==> config.mk <==
export PLATFORM = sky130hd
export DESIGN_NAME = divide_issue_ctrl_64_64
export DESIGN_NICKNAME = d
export VERILOG_FILES = /design/src/rtl/divide_issue_ctrl_64_64.sv
export SDC_FILE = /design/constraint.sdc
export NUM_CORES = 1
export LEC_CHECK = 0
export BUFFER_PORTS_ARGS = -buffer_cell sky130_fd_sc_hd__buf_2
export CAP_MARGIN = 20
export CELL_PAD_IN_SITES_DETAIL_PLACEMENT = 0
export CELL_PAD_IN_SITES_GLOBAL_PLACEMENT = 2
export CORE_MARGIN = 8
export CORE_UTILIZATION = 41
export CTS_CLUSTER_SIZE = 16
export DETAILED_ROUTE_END_ITERATION = 10
export GPL_ROUTABILITY_DRIVEN = 0
export PLACE_DENSITY_LB_ADDON = 0.1
export SLEW_MARGIN = 20
export SYNTH_ARGS = -nofsm -noshare
export SYNTH_HDL_FRONTEND = slang
export SYNTH_SLANG_ARGS = --single-unit
==> constraint.sdc <==
create_clock -name aclk -period 7.85 [get_ports aclk]
set_input_delay 1.57 -clock aclk [delete_from_list [all_inputs] [get_ports aclk]]
set_output_delay 1.57 -clock aclk [all_outputs]
set_load 0.02 [all_outputs]
==> src/rtl/divide_issue_ctrl_64_64.sv <==
// Request-side issue controller for the 64/64 divide wrapper: ready/valid requests in,
// valid-only issue to the wrapper, credit-protected in-order tagged responses out.

module divide_issue_ctrl_fifo #(
    parameter int WIDTH = 8,
    parameter int DEPTH = 16
) (
    input  logic             clk,
    input  logic             rst,
    input  logic             push,
    input  logic [WIDTH-1:0] push_data,
    input  logic             pop,
    output logic             empty,
    output logic [WIDTH-1:0] head
);
    localparam int AW = $clog2(DEPTH);
    localparam int PW = AW + 1;

    logic [PW-1:0]    wr_q, wr_d;
    logic [PW-1:0]    rd_q, rd_d;
    logic [WIDTH-1:0] mem_q [DEPTH];
    logic [WIDTH-1:0] mem_d [DEPTH];

    // Pointers carry one extra wrap bit so equal pointers always mean empty.
    assign empty = (wr_q == rd_q);
    assign head  = mem_q[rd_q[AW-1:0]];

    always_comb begin
        wr_d  = wr_q + PW'(push);
        rd_d  = rd_q + PW'(pop && !empty);
        mem_d = mem_q;
        if (push) begin
            mem_d[wr_q[AW-1:0]] = push_data;
        end
    end

    always_ff @(posedge clk) begin
        if (rst) begin
            wr_q <= '0;
            rd_q <= '0;
        end else begin
            wr_q <= wr_d;
            rd_q <= rd_d;
        end
    end

    always_ff @(posedge clk) begin
        mem_q <= mem_d;
    end
endmodule

module divide_issue_ctrl_64_64 #(
    parameter int DATA_W       = 64,
    parameter int RES_W        = 8,
    parameter int TAG_W        = 4,
    parameter int DEPTH        = 16,
    parameter int DRAIN_CYCLES = 80
) (
    input  logic                       aclk,
    input  logic                       rst,
    input  logic                       s_req_valid,
    output logic                       s_req_ready,
    input  logic [DATA_W-1:0]          s_req_dividend,
    input  logic [DATA_W-1:0]          s_req_divisor,
    input  logic [TAG_W-1:0]           s_req_tag,
    output logic                       m_div_a_tvalid,
    output logic [DATA_W-1:0]          m_div_a_tdata,
    output logic                       m_div_b_tvalid,
    output logic [DATA_W-1:0]          m_div_b_tdata,
    input  logic                       s_div_tvalid,
    input  logic [RES_W-1:0]           s_div_tdata,
    output logic                       m_rsp_valid,
    input  logic                       m_rsp_ready,
    output logic [RES_W-1:0]           m_rsp_quotient,
    output logic [TAG_W-1:0]           m_rsp_tag,
    output logic                       m_rsp_divzero,
    output logic [$clog2(DEPTH):0]     credits,
    output logic                       err_spurious
);
    localparam int CNT_W   = $clog2(DEPTH) + 1;
    localparam int DRAIN_W = $clog2(DRAIN_CYCLES + 1);
    localparam int TAG_EW  = TAG_W + 1;
    localparam int RSP_EW  = RES_W + TAG_W + 1;

    typedef enum logic [0:0] {
        ST_DRAIN = 1'b0,
        ST_RUN   = 1'b1
    } state_t;

    state_t              state_q, state_d;
    logic [DRAIN_W-1:0]  drain_cnt_q, drain_cnt_d;
    logic [CNT_W-1:0]    credits_q, credits_d;
    logic                issue_valid_q, issue_valid_d;
    logic [DATA_W-1:0]   div_a_q, div_a_d;
    logic [DATA_W-1:0]   div_b_q, div_b_d;
    logic                err_q, err_d;

    logic                run;
    logic                accept;
    logic                result_in;
    logic                capture;
    logic                rsp_hs;
    logic                tag_empty;
    logic                rsp_empty;
    logic [TAG_EW-1:0]   tag_head;
    logic [RSP_EW-1:0]   rsp_head;

    assign run         = (state_q == ST_RUN);
    assign s_req_ready = run && (credits_q != '0);
    assign accept      = s_req_valid && s_req_ready;
    assign result_in   = s_div_tvalid && run;
    assign capture     = result_in && !tag_empty;
    assign rsp_hs      = !rsp_empty && m_rsp_ready;

    divide_issue_ctrl_fifo #(
        .WIDTH (TAG_EW),
        .DEPTH (DEPTH)
    ) u_tag_fifo (
        .clk       (aclk),
        .rst       (rst),
        .push      (accept),
        .push_data ({s_req_tag, (s_req_divisor == '0)}),
        .pop       (capture),
        .empty     (tag_empty),
        .head      (tag_head)
    );

    // Credits guarantee this FIFO always has room when a wrapper result lands.
    divide_issue_ctrl_fifo #(
        .WIDTH (RSP_EW),
        .DEPTH (DEPTH)
    ) u_rsp_fifo (
        .clk       (aclk),
        .rst       (rst),
        .push      (capture),
        .push_data ({s_div_tdata, tag_head}),
        .pop       (rsp_hs),
        .empty     (rsp_empty),
        .head      (rsp_head)
    );

    always_comb begin
        state_d     = state_q;
        drain_cnt_d = drain_cnt_q;
        case (state_q)
            ST_DRAIN: begin
                if (drain_cnt_q <= DRAIN_W'(1)) begin
                    drain_cnt_d = '0;
                    state_d     = ST_RUN;
                end else begin
                    drain_cnt_d = drain_cnt_q - DRAIN_W'(1);
                end
            end
            ST_RUN: begin
                state_d = ST_RUN;
            end
            default: begin
                state_d = ST_DRAIN;
            end
        endcase
    end

    always_comb begin
        issue_valid_d = accept;
        div_a_d       = accept ? s_req_dividend : div_a_q;
        div_b_d       = accept ? s_req_divisor  : div_b_q;
        err_d         = err_q || (result_in && tag_empty);
        credits_d     = credits_q;
        case ({accept, rsp_hs})
            2'b10:   credits_d = credits_q - CNT_W'(1);
            2'b01:   credits_d = credits_q + CNT_W'(1);
            default: credits_d = credits_q;
        endcase
    end

    always_ff @(posedge aclk) begin
        if (rst) begin
            state_q       <= ST_DRAIN;
            drain_cnt_q   <= DRAIN_W'(DRAIN_CYCLES);
            credits_q     <= CNT_W'(DEPTH);
            issue_valid_q <= 1'b0;
            div_a_q       <= '0;
            div_b_q       <= '0;
            err_q         <= 1'b0;
        end else begin
            state_q       <= state_d;
            drain_cnt_q   <= drain_cnt_d;
            credits_q     <= credits_d;
            issue_valid_q <= issue_valid_d;
            div_a_q       <= div_a_d;
            div_b_q       <= div_b_d;
            err_q         <= err_d;
        end
    end

    assign m_div_a_tvalid = issue_valid_q;
    assign m_div_b_tvalid = issue_valid_q;
    assign m_div_a_tdata  = div_a_q;
    assign m_div_b_tdata  = div_b_q;

    // Head is masked while empty so the response bus reads zero after reset.
    assign m_rsp_valid    = !rsp_empty;
    assign m_rsp_quotient = rsp_empty ? '0 : rsp_head[RSP_EW-1 -: RES_W];
    assign m_rsp_tag      = rsp_empty ? '0 : rsp_head[TAG_W:1];
    assign m_rsp_divzero  = rsp_empty ? 1'b0 : rsp_head[0];
    assign credits        = credits_q;
    assign err_spurious   = err_q;
endmodule
==> results_dict.tcl, run 1 <==
set metrics [dict create \
    clockBufferDepth 3 \
    setup_violations 0 \
    drt_drc_violations_left 0 \
    numCtsBuffers 48 \
    p_leak_uw 0.00746 \
    tightest_slew_ns 1.03 \
    die-area_um2 49000 \
    io_pins 296 \
    power.switching_uw 1010 \
    path_clk_slew_ns 0.06 \
    worstPathMaxFanout 44 \
    clkLatencyLatePin_ns 0.60 \
    critPathKind "reg -> out" \
    p_clk_share_pct 45.4 \
    std_cell_rows 75 \
    overflow 0 \
    hold_path.class "reg -> reg" \
    grt_pass1_wl_mm 69.6 \
    cts.repair.resized 0 \
    crit_arrival_ns 3.00 \
    fill_cells 3663 \
    cp-end-kind "output pin" \
    root_buffer "clkbuf_16" \
    first_global_vias 11400 \
    dp.cells 2039 \
    drv_cap 0 \
    layout-drive-gt1-share_pct 31.0 \
    initial_utilization_pct 41.4 \
    die_w_um 221 \
    multiInputGateArea_um2 5060 \
    clock_sinks 451 \
    seq_area_frac_synth_pct 68.9 \
    pwr-share-comb_pct 2.3 \
    hold_viol_final 0 \
    dp.final_hpwl_mm 29.3 \
    cts_tree "yes" \
    final_cell_mix "294 x buf_2, 288 x edfxtp_1, 267 x nand2_1" \
    core_area_um2 41800 \
    h-tree-depth 2 \
    period_share_pct 58.3 \
    stdcell_count 2127 \
    power.total_uw 4830 \
    wl_mm 45.9 \
    synth_area_um2 17300 \
    die_y_um 221 \
    clock_skew_ns 0.0146 \
    netlist_instances 1260 \
    period_minus_slack_ns 4.57 \
    syn-num-nets 1420 \
    post_cts_buffers 0 \
    grt_max_degree 90 \
    antenna_left 0 \
    seqPwrFrac_pct 52.3 \
    final_nets 1710 \
    cp-start-kind "flip-flop" \
    ir_drop_mv 0.145 \
    relSlewSlack_pct 31.1 \
    track_usage_pct 18.4 \
    post_drt_wl_per_cell_um 21.6 \
    status "finished, final reports clean" \
    powerDensity_nw_per_um2 231 \
    required_ns 6.28 \
    finalWorstSetupSlack_ns 3.28 \
    num_vias 11000 \
    switching_share_pct 20.8 \
    ys_seq_elements 451 \
    port-buffer-count 295 \
    avgSynthCellArea_um2 13.7 \
    pre_cts_slack_ns 3.81 \
    internal_power_uw 3820 \
    rsz0062_at_grt "false" \
    drt_iter0_drc 692 \
    antenna_found_initial 14 \
    cts_hold_buf 0 \
    mostFrequentLayoutCell "buf_2" \
    max_freq_mhz 219 \
    tns_ns 0 \
    drtPass1Iterations 4 \
    seqCellArea_um2 11900 \
    yosysWarnings 0 \
    slew_viol_final 0 \
    via_per_inst 5.16 \
    area_growth_pct 20.9 \
    synth.distinct_cells 36 \
]
layer usage:
layer,vias up,track usage [%],part of all wire [%]
li1,5203,-,-
met1,5365,23.1,42
met2,311,29.5,47
met3,72,7.58,9.1
met4,22,4.45,1.7
met5,-,0,0.27
power by group through the flow:
stage                     logic [uW]  registers (uW)  clock network (uW)
after global placement           109            2580                   0
after detailed placement         110            2580                   0
final                            109            2530                2190
after CTS                        111            2530                2250
after floorplan                 38.7            2580                   0
after global routing             121            2530                2340
path summary, 6_finish.rpt:
kind / start / end / slack, ns / cells after the start
max: u_rsp_fifo.rd_q[0]$_SDFF_PP0_ / m_rsp_quotient[1] / 3.28 / 5
min: m_div_a_tdata[12]$_SDFFE_PP0P_ / m_div_a_tdata[12]$_SDFFE_PP0P_ / 0.45 / 2
max reg2reg: credits[0]$_SDFFE_PP0P_ / credits[4]$_SDFFE_PP1P_ / 4.29 / 10
min reg2reg: m_div_a_tdata[12]$_SDFFE_PP0P_ / m_div_a_tdata[12]$_SDFFE_PP0P_ / 0.45 / 2
synth_stat cells:
cell | count | area (um2)
edfxtp_1 | 288 | 8650
nand2_1 | 267 | 1000
dfxtp_1 | 163 | 3260
a21oi_1 | 157 | 786
mux4_2 | 72 | 1620
clkbuf_1 | 49 | 184
nor2_1 | 38 | 143
a22oi_1 | 26 | 195
nor4_1 | 23 | 144
buf_2 | 21 | 105
nor2b_1 | 19 | 119
nor3_1 | 15 | 75.1
ha_1 | 14 | 175
xnor2_1 | 13 | 114
xor2_1 | 12 | 105
buf_6 | 11 | 124
nand3_1 | 11 | 55.1
mux2i_1 | 8 | 80.1
inv_1 | 7 | 26.3
nand2b_1 | 7 | 43.8
or3_1 | 7 | 43.8
a211oi_1 | 5 | 37.5
nand4_1 | 5 | 31.3
o31ai_1 | 4 | 30.0
nand3b_1 | 3 | 22.5
a21o_1 | 2 | 15.0
buf_4 | 2 | 15.0
o21bai_1 | 2 | 15.0
or4_1 | 2 | 15.0
and2_0 | 1 | 6.26
and4bb_2 | 1 | 12.5
buf_1 | 1 | 3.75
fa_1 | 1 | 20.0
inv_2 | 1 | 3.75
o211ai_2 | 1 | 12.5
o21a_1 | 1 | 7.51
cell type report:
| type | count | area share [%] |
|---|---|---|
| clock inverters | 17 | 0.910 |
| inverters | 8 | 0.156 |
| clock buffers | 68 | 6.39 |
| repair buffers | 324 | 8.11 |
| diodes | 3 | 0.0359 |
| multi-input cells | 717 | 24.2 |
| flip-flops and latches | 451 | 57.0 |
| well taps | 539 | 3.23 |
worst max-delay path, cell delays in order, from the launching register on:
cell	delay, ns
dfxtp_4	0.47
buf_4	0.71
mux4_2	0.60
a22oi_1	0.29
a21oi_1	0.10
buf_2	0.17
logic make-up (layout without fill, tap and decap cells):
logic type / Yosys count / in the layout / share of synthesized area (%)
fa+ha+maj: 15 / 15 / 1.13
flops: 451 / 451 / 68.9
compound gates: 198 / 198 / 6.35
mux: 80 / 80 / 9.84
simple gates: 399 / 399 / 9.90
other cells: 0 / 3 / 0
buf+inv: 92 / 417 / 2.67
xor+xnor: 25 / 25 / 1.27
per-stage QoR:
stage,utilization [%],instance area [um2],hold WS [ns]
finish,50.1,20900,0.447
global route,50.1,20900,0.461
CTS,50.0,20900,0.451
detailed placement,46.4,19400,0.439
global placement,46.4,19400,0.438
floorplan,-,17300,0.444
registers in the layout, summed over array words and instances (netlist names):
register,cells
u_rsp_fifo.mem_q,208
u_tag_fifo.mem_q,80
m_div_a_tdata,64
m_div_b_tdata,64
drain_cnt_q,7
credits,5
u_rsp_fifo.rd_q,5
u_rsp_fifo.wr_q,5
u_tag_fifo.rd_q,5
u_tag_fifo.wr_q,5
err_spurious,1
m_div_a_tvalid,1
run,1
No activity file was read; power rests on OpenSTA's default activity.
==> inputs of run 2 (changes only) <==
--- a/config.mk
+++ b/config.mk
@@ -5,12 +5,13 @@
 export SDC_FILE = /design/constraint.sdc
 export NUM_CORES = 1
 export LEC_CHECK = 0
+export ABC_AREA = 1
 export BUFFER_PORTS_ARGS = -buffer_cell sky130_fd_sc_hd__buf_2
 export CAP_MARGIN = 20
 export CELL_PAD_IN_SITES_DETAIL_PLACEMENT = 0
 export CELL_PAD_IN_SITES_GLOBAL_PLACEMENT = 2
 export CORE_MARGIN = 8
-export CORE_UTILIZATION = 41
+export CORE_UTILIZATION = 35
 export CTS_CLUSTER_SIZE = 16
 export DETAILED_ROUTE_END_ITERATION = 10
 export GPL_ROUTABILITY_DRIVEN = 0
==> constraint.sdc (replaced) <==
create_clock -name aclk -period 4.3 [get_ports aclk]
set_input_delay 0.86 -clock aclk [delete_from_list [all_inputs] [get_ports aclk]]
set_output_delay 0.86 -clock aclk [all_outputs]
set_load 0.02 [all_outputs]
==> run 2 against run 1 <==
Synthesized cell count grew 59%. Setup slack worse by 2.5 ns. Sequential share of layout area down 4.1 points. Largest cell class unchanged. Sequential power grew 83%.
==> results_dict.tcl, run 2 <==
set metrics [dict create \
    yosys-top-cells-area "edfxtp_1 46%, dfxtp_1 17%, nand2_1 14%" \
    tns_ns 0 \
    yosys.area.top_type_share_pct 46.2 \
    ir_drop_mv 0.253 \
    synth.most_common_cell "nand2_1" \
    status "finished, final reports clean" \
    cp-start-kind "flip-flop" \
    cts.repair.resized 0 \
    relSlewSlack_pct 38.5 \
    grt_max_degree 107 \
    netlist_instances 2001 \
    num_vias 14000 \
    synth.distinct_cells 30 \
    initial_utilization_pct 35.5 \
    slowest_delay_ns 0.63 \
    tightest_slew_ns 0.923 \
    slew_viol_final 0 \
    track_usage_pct 18.3 \
    fill_cells 5279 \
    max_freq_mhz 282 \
    std_cell_rows 84 \
    cp-end-kind "output pin" \
    regMostFlops "u_rsp_fifo.mem_q" \
    core_area_um2 52700 \
    ys.flop_type "edfxtp_1" \
    numCtsBuffers 51 \
    seq_area_frac_synth_pct 63.7 \
    ys_seq_elements 451 \
    multiInputGateArea_um2 5480 \
    avgSynthCellArea_um2 9.35 \
    clock_sinks 451 \
    clockBufferDepth 3 \
    hold_path.class "reg -> reg" \
    synth_top_cell_by_area "edfxtp_1" \
    wl_mm 57.1 \
    period_minus_slack_ns 3.55 \
    clock_skew_ns 0.0252 \
    yosysWarnings 0 \
    port-buffer-count 295 \
    cts_hold_buf 0 \
    die_y_um 247 \
    antenna_left 0 \
    io_pins 296 \
    path_cells "buf_4 > nand3_1 > nand2_1 > nand2_1 > nand2_1 > inv_1 > a21oi_1 > buf_2" \
    crit_arrival_ns 2.69 \
    syn-num-nets 2161 \
    root_buffer "clkbuf_16" \
    cpMostUsedCell "nand2_1" \
    seqCellArea_um2 11900 \
    critPathKind "reg -> out" \
    area_growth_pct 20.5 \
    cts_tree "yes" \
    hold_viol_final 0 \
    powerDensity_nw_per_um2 420 \
    path_clk_slew_ns 0.06 \
    stdcell_area_um2 22500 \
    die-area_um2 61100 \
    placed_area_um2 20800 \
    largestRegisters "u_rsp_fifo.mem_q: 208 flops, u_tag_fifo.mem_q: 80 flops" \
    worstPathMaxFanout 38 \
    drtPass1Iterations 4 \
    async_flop_share_pct 0 \
    synth_edf_count 288 \
    drt_drc_violations_left 0 \
    synth_area_um2 18700 \
    drt_iter0_drc 668 \
    post_cts_buffers 0 \
    drv_cap 0 \
    grt_pass1_wl_mm 86.1 \
    cp_slowest_cell "dfxtp_2" \
    die_w_um 247 \
    largest_register_ffs 208 \
    post_drt_wl_per_cell_um 18.9 \
    setup_violations 0 \
    antenna_found_initial 13 \
    required_ns 3.44 \
    via_per_inst 4.64 \
    final_nets 2438 \
    mostFrequentLayoutCell "nand2_1" \
    synth.cells.most_frequent "675 x nand2_1, 288 x edfxtp_1, 194 x inv_1" \
    overflow 0 \
    period_share_pct 82.5 \
    final_cell_mix "675 x nand2_1, 294 x buf_2, 288 x edfxtp_1" \
    dp.final_hpwl_mm 38.9 \
    rsz0062_at_grt "false" \
    first_global_vias 14100 \
    clkLatencyLatePin_ns 0.60 \
    p_leak_uw 0.00944 \
    h-tree-depth 2 \
    layout-drive-gt1-share_pct 18.4 \
]
==> run 2: changes by cell type after synthesis, sizes merged, moves of 33 or more <==
| cell | previous run | this run |
|---|---|---|
| buf | 35 | 68 |
| inv | 8 | 198 |
| mux4 | 72 | 0 |
| nand2 | 267 | 677 |
| nand3 | 11 | 127 |
| nor2 | 38 | 158 |
| o21ai | 0 | 56 |
==> run 2: cells by family after synthesis <==
logic type	after synthesis	synth area share (%)
and+or+nand+nor	978	20.7
adders and majority gates	15	1.04
buffers and inverters	304	7.09
DFF	451	63.7
xor gates and xnor gates	27	1.26
AOI/OAI and AO/OA	226	6.21
==> run 2: stage by stage <==
stage / hold WS, ns / util [%] / instances / setup WS, ns / total power [uW]
5_1_grt: 0.473 / 42.8 / 3006 / 0.568 / 9790
6_report: 0.447 / 42.8 / 3015 / 0.751 / 9470
4_1_cts: 0.450 / 42.7 / 3004 / 0.633 / 9610
3_3_place_gp: 0.439 / 39.4 / 2913 / 1.28 / 5020
2_1_floorplan: 0.465 / - / 2001 / 1.88 / 4870
3_5_place_dp: 0.442 / 39.4 / 2913 / 1.29 / 5020
==> run 2: area by class of cell <==
class                           count  area share [%]
Clock buffer                       62            6.11
Multi-Input combinational cell   1246            24.3
Antenna cell                       11           0.122
Tap cell                          688            3.82
Clock inverter                     29            1.65
Timing Repair Buffer              329            7.75
Sequential cell                   451            52.9
Inverter                          199            3.35
==> run 2: worst paths after layout <==
kind,from,endpoint,slack [ns],cells after the start
hold reg to reg,err_spurious$_SDFF_PP0_,err_spurious$_SDFF_PP0_,0.45,2
setup / recovery,u_rsp_fifo.rd_q[1]$_SDFF_PP0_,m_rsp_quotient[5],0.75,8
setup reg to reg,u_rsp_fifo.rd_q[0]$_SDFF_PP0_,credits[3]$_SDFFE_PP0P_,1.42,13
hold / removal,err_spurious$_SDFF_PP0_,err_spurious$_SDFF_PP0_,0.45,2
==> run 2: layer usage <==
layer	vias up	track usage [%]	wire, um
li1	7046	-	-
met1	6529	22.7	24400
met2	323	30.9	27400
met3	75	5.48	4090
met4	4	4.91	1080
met5	-	0	26
==> run 2: report_power, final <==
part | internal [uW] | switching (uW) | total (uW)
Combinational | 103 | 180 | 283
Sequential | 4620 | 25.7 | 4640
Clock | 2760 | 1790 | 4550
==> run 2: worst max-delay path, delay by kind of cell (launching register included) <==
family          cells  cell delay [ns]
flops               1             0.63
compound gates      1             0.23
simple gates        4             0.41
buf+inv             3             0.80
==> inputs of run 3 (changes only) <==
--- a/config.mk
+++ b/config.mk
@@ -11,7 +11,7 @@
 export CELL_PAD_IN_SITES_DETAIL_PLACEMENT = 0
 export CELL_PAD_IN_SITES_GLOBAL_PLACEMENT = 2
 export CORE_MARGIN = 8
-export CORE_UTILIZATION = 35
+export CORE_UTILIZATION = 32
 export CTS_CLUSTER_SIZE = 16
 export DETAILED_ROUTE_END_ITERATION = 10
 export GPL_ROUTABILITY_DRIVEN = 0
==> constraint.sdc (replaced) <==
create_clock -name aclk -period 3.1 [get_ports aclk]
set_input_delay 0.62 -clock aclk [delete_from_list [all_inputs] [get_ports aclk]]
set_output_delay 0.62 -clock aclk [all_outputs]
set_load 0.02 [all_outputs]
==> run 3 against run 2 <==
Critical endpoint is now m_rsp_tag[0]. Critical path type unchanged. Largest power group unchanged. Clock power is 34% higher. Critical path depth stayed put. Die area is 8.8% higher.
==> results_dict.tcl, run 3 (synthesis gave the netlist of run 2 again) <==
set metrics [dict create \
    status "finished, final reports clean" \
    worstPathMaxFanout 13 \
    whs_ns 0.277 \
    area_growth_pct 21.5 \
    pwr-share-comb_pct 3.1 \
    num_vias 14000 \
    io_pins 296 \
    clock_sinks 451 \
    setup_violations 0 \
    antenna_found_initial 7 \
    stdcell_area_um2 22700 \
    antenna_left 0 \
    drtPass1Iterations 5 \
    p_leak_uw 0.00946 \
    powerDensity_nw_per_um2 569 \
    final_nets 2446 \
    r2r_slack_ns 0.55 \
    regMostFlops "u_rsp_fifo.mem_q" \
    die_y_um 258 \
    via_per_inst 4.53 \
    dp.final_hpwl_mm 39.0 \
    cp-end-kind "output pin" \
    cts_tree "yes" \
    rsz0062_at_grt "false" \
    mostFrequentLayoutCell "nand2_1" \
    clockBufferDepth 3 \
    drt_drc_violations_left 0 \
    first_global_vias 14000 \
    hold_path.class "in -> reg" \
    stdcell_count 3096 \
    slew_viol_final 0 \
    p_clk_share_pct 47.1 \
    placed_area_um2 21000 \
    path_clk_slew_ns 0.06 \
    crit_buf_inv 4 \
    wl_mm 59.2 \
    dp.cells 2997 \
    largest_register_ffs 208 \
    drv_cap 0 \
    cp.depth 8 \
    grt_max_degree 129 \
    path_cells "inv_1 > nor2_1 > buf_6 > nand2_1 > nand2_1 > inv_1 > a21oi_2 > buf_2" \
    core_area_um2 57800 \
    fin_util_pct 39.3 \
    numCtsBuffers 52 \
    drt_iter0_drc 922 \
    slowest_delay_ns 0.39 \
    die-area_um2 66500 \
    fill_cells 5858 \
    track_usage_pct 17.4 \
    power.switching_uw 2740 \
    initial_utilization_pct 32.4 \
    seqPwrFrac_pct 49.8 \
    max_freq_mhz 342 \
    crit_arrival_ns 2.31 \
    ir_drop_mv 0.380 \
    final_cell_mix "675 x nand2_1, 294 x buf_2, 288 x edfxtp_1" \
    root_buffer "clkbuf_16" \
    port-buffer-count 295 \
    clock_skew_ns 0.0108 \
    switching_share_pct 21.2 \
    cts_hold_buf 0 \
    h-tree-depth 2 \
    clkLatencyLatePin_ns 0.58 \
    tns_ns 0 \
    std_cell_rows 88 \
    hold_viol_final 0 \
    cp_slowest_cell "dfxtp_1" \
    required_ns 2.48 \
    relSlewSlack_pct 37.4 \
    period_share_pct 94.4 \
    largestRegisters "u_rsp_fifo.mem_q: 208 flops, u_tag_fifo.mem_q: 80 flops" \
    critPathKind "reg -> out" \
    cp-start-kind "flip-flop" \
    hold_depth 3 \
    post_drt_wl_per_cell_um 19.1 \
    critPathTopFamily "buffers and inverters" \
    internal_power_uw 10200 \
    overflow 0 \
    period_minus_slack_ns 2.93 \
    layout-drive-gt1-share_pct 18.7 \
    grt_pass1_wl_mm 88.9 \
    tightest_slew_ns 0.938 \
    worstRegToRegCells 13 \
    die_w_um 258 \
]
## run 3: changes by cell type in the layout (fill, tap and decap cells not counted), sizes merged
cell and change:
inv -4, clkinv +4, clkinvlp +1, bufinv -3, diode -6, clkbuf +5
buf +7
## run 3: final cells by class
cell class	instances	area [um2]	share of cell area (%)
clock buffers	67	1420	6.24
inverters	199	759	3.34
well taps	765	957	4.21
flip-flops and latches	451	11900	52.4
diodes	5	12.5	0.0550
repair buffers	336	1890	8.33
multi-input cells	1246	5510	24.2
clock inverters	27	268	1.18
## run 3: what timing repair did
item,4_1_cts,5_1_grt
gates resized for setup,3,11
hold endpoints to repair,0,0
setup buffers,0,0
setup endpoints to repair,8,10
## run 3: worst reg2reg max path, stage by stage (launching register included)
cell and delay [ns]:
dfxtp_4 0.40, buf_16 0.30, xnor2_1 0.21, nand2_1 0.09, nor2_2 0.18, nor2_1 0.07
ha_1 0.20, inv_1 0.13, ha_1 0.29, a21oi_1 0.17, nand2_1 0.08, xor2_1 0.14
o21ai_0 0.14, inv_1 0.05
## run 3: final timing paths
path,startpoint,endpoint
min reg2reg,err_spurious$_SDFF_PP0_,err_spurious$_SDFF_PP0_
max,u_rsp_fifo.rd_q[3]$_SDFF_PP0_,m_rsp_tag[0]
min,s_req_dividend[7],m_div_a_tdata[7]$_SDFFE_PP0P_
max reg2reg,u_rsp_fifo.rd_q[0]$_SDFF_PP0_,credits[3]$_SDFFE_PP0P_
## run 3: power groups by stage
| stage | clock network, uW | logic [uW] | registers [uW] |
|---|---|---|---|
| 5_1_grt | 6500 | 452 | 6440 |
| 6_report | 6090 | 400 | 6440 |
| 3_3_place_gp | 0 | 407 | 6570 |
| 2_1_floorplan | 0 | 169 | 6580 |
| 3_5_place_dp | 0 | 408 | 6570 |
| 4_1_cts | 6280 | 410 | 6440 |
## run 3: layer usage
layer,vias up,GRT usage [%],wire length (um)
met1,6614,22.3,26200
met3,62,4.88,3480
met2,282,29.2,28600
met5,-,0,53
li1,7048,-,-
met4,8,3.47,867
## run 3: metrics by stage
step / setup WS (ns) / total power, uW
4_1_cts: 0.000416 / 13100
3_5_place_dp: 0.469 / 6970
6_report: 0.174 / 12900
5_1_grt: 0.00139 / 13400
3_3_place_gp: 0.469 / 6970
2_1_floorplan: 0.765 / 6750
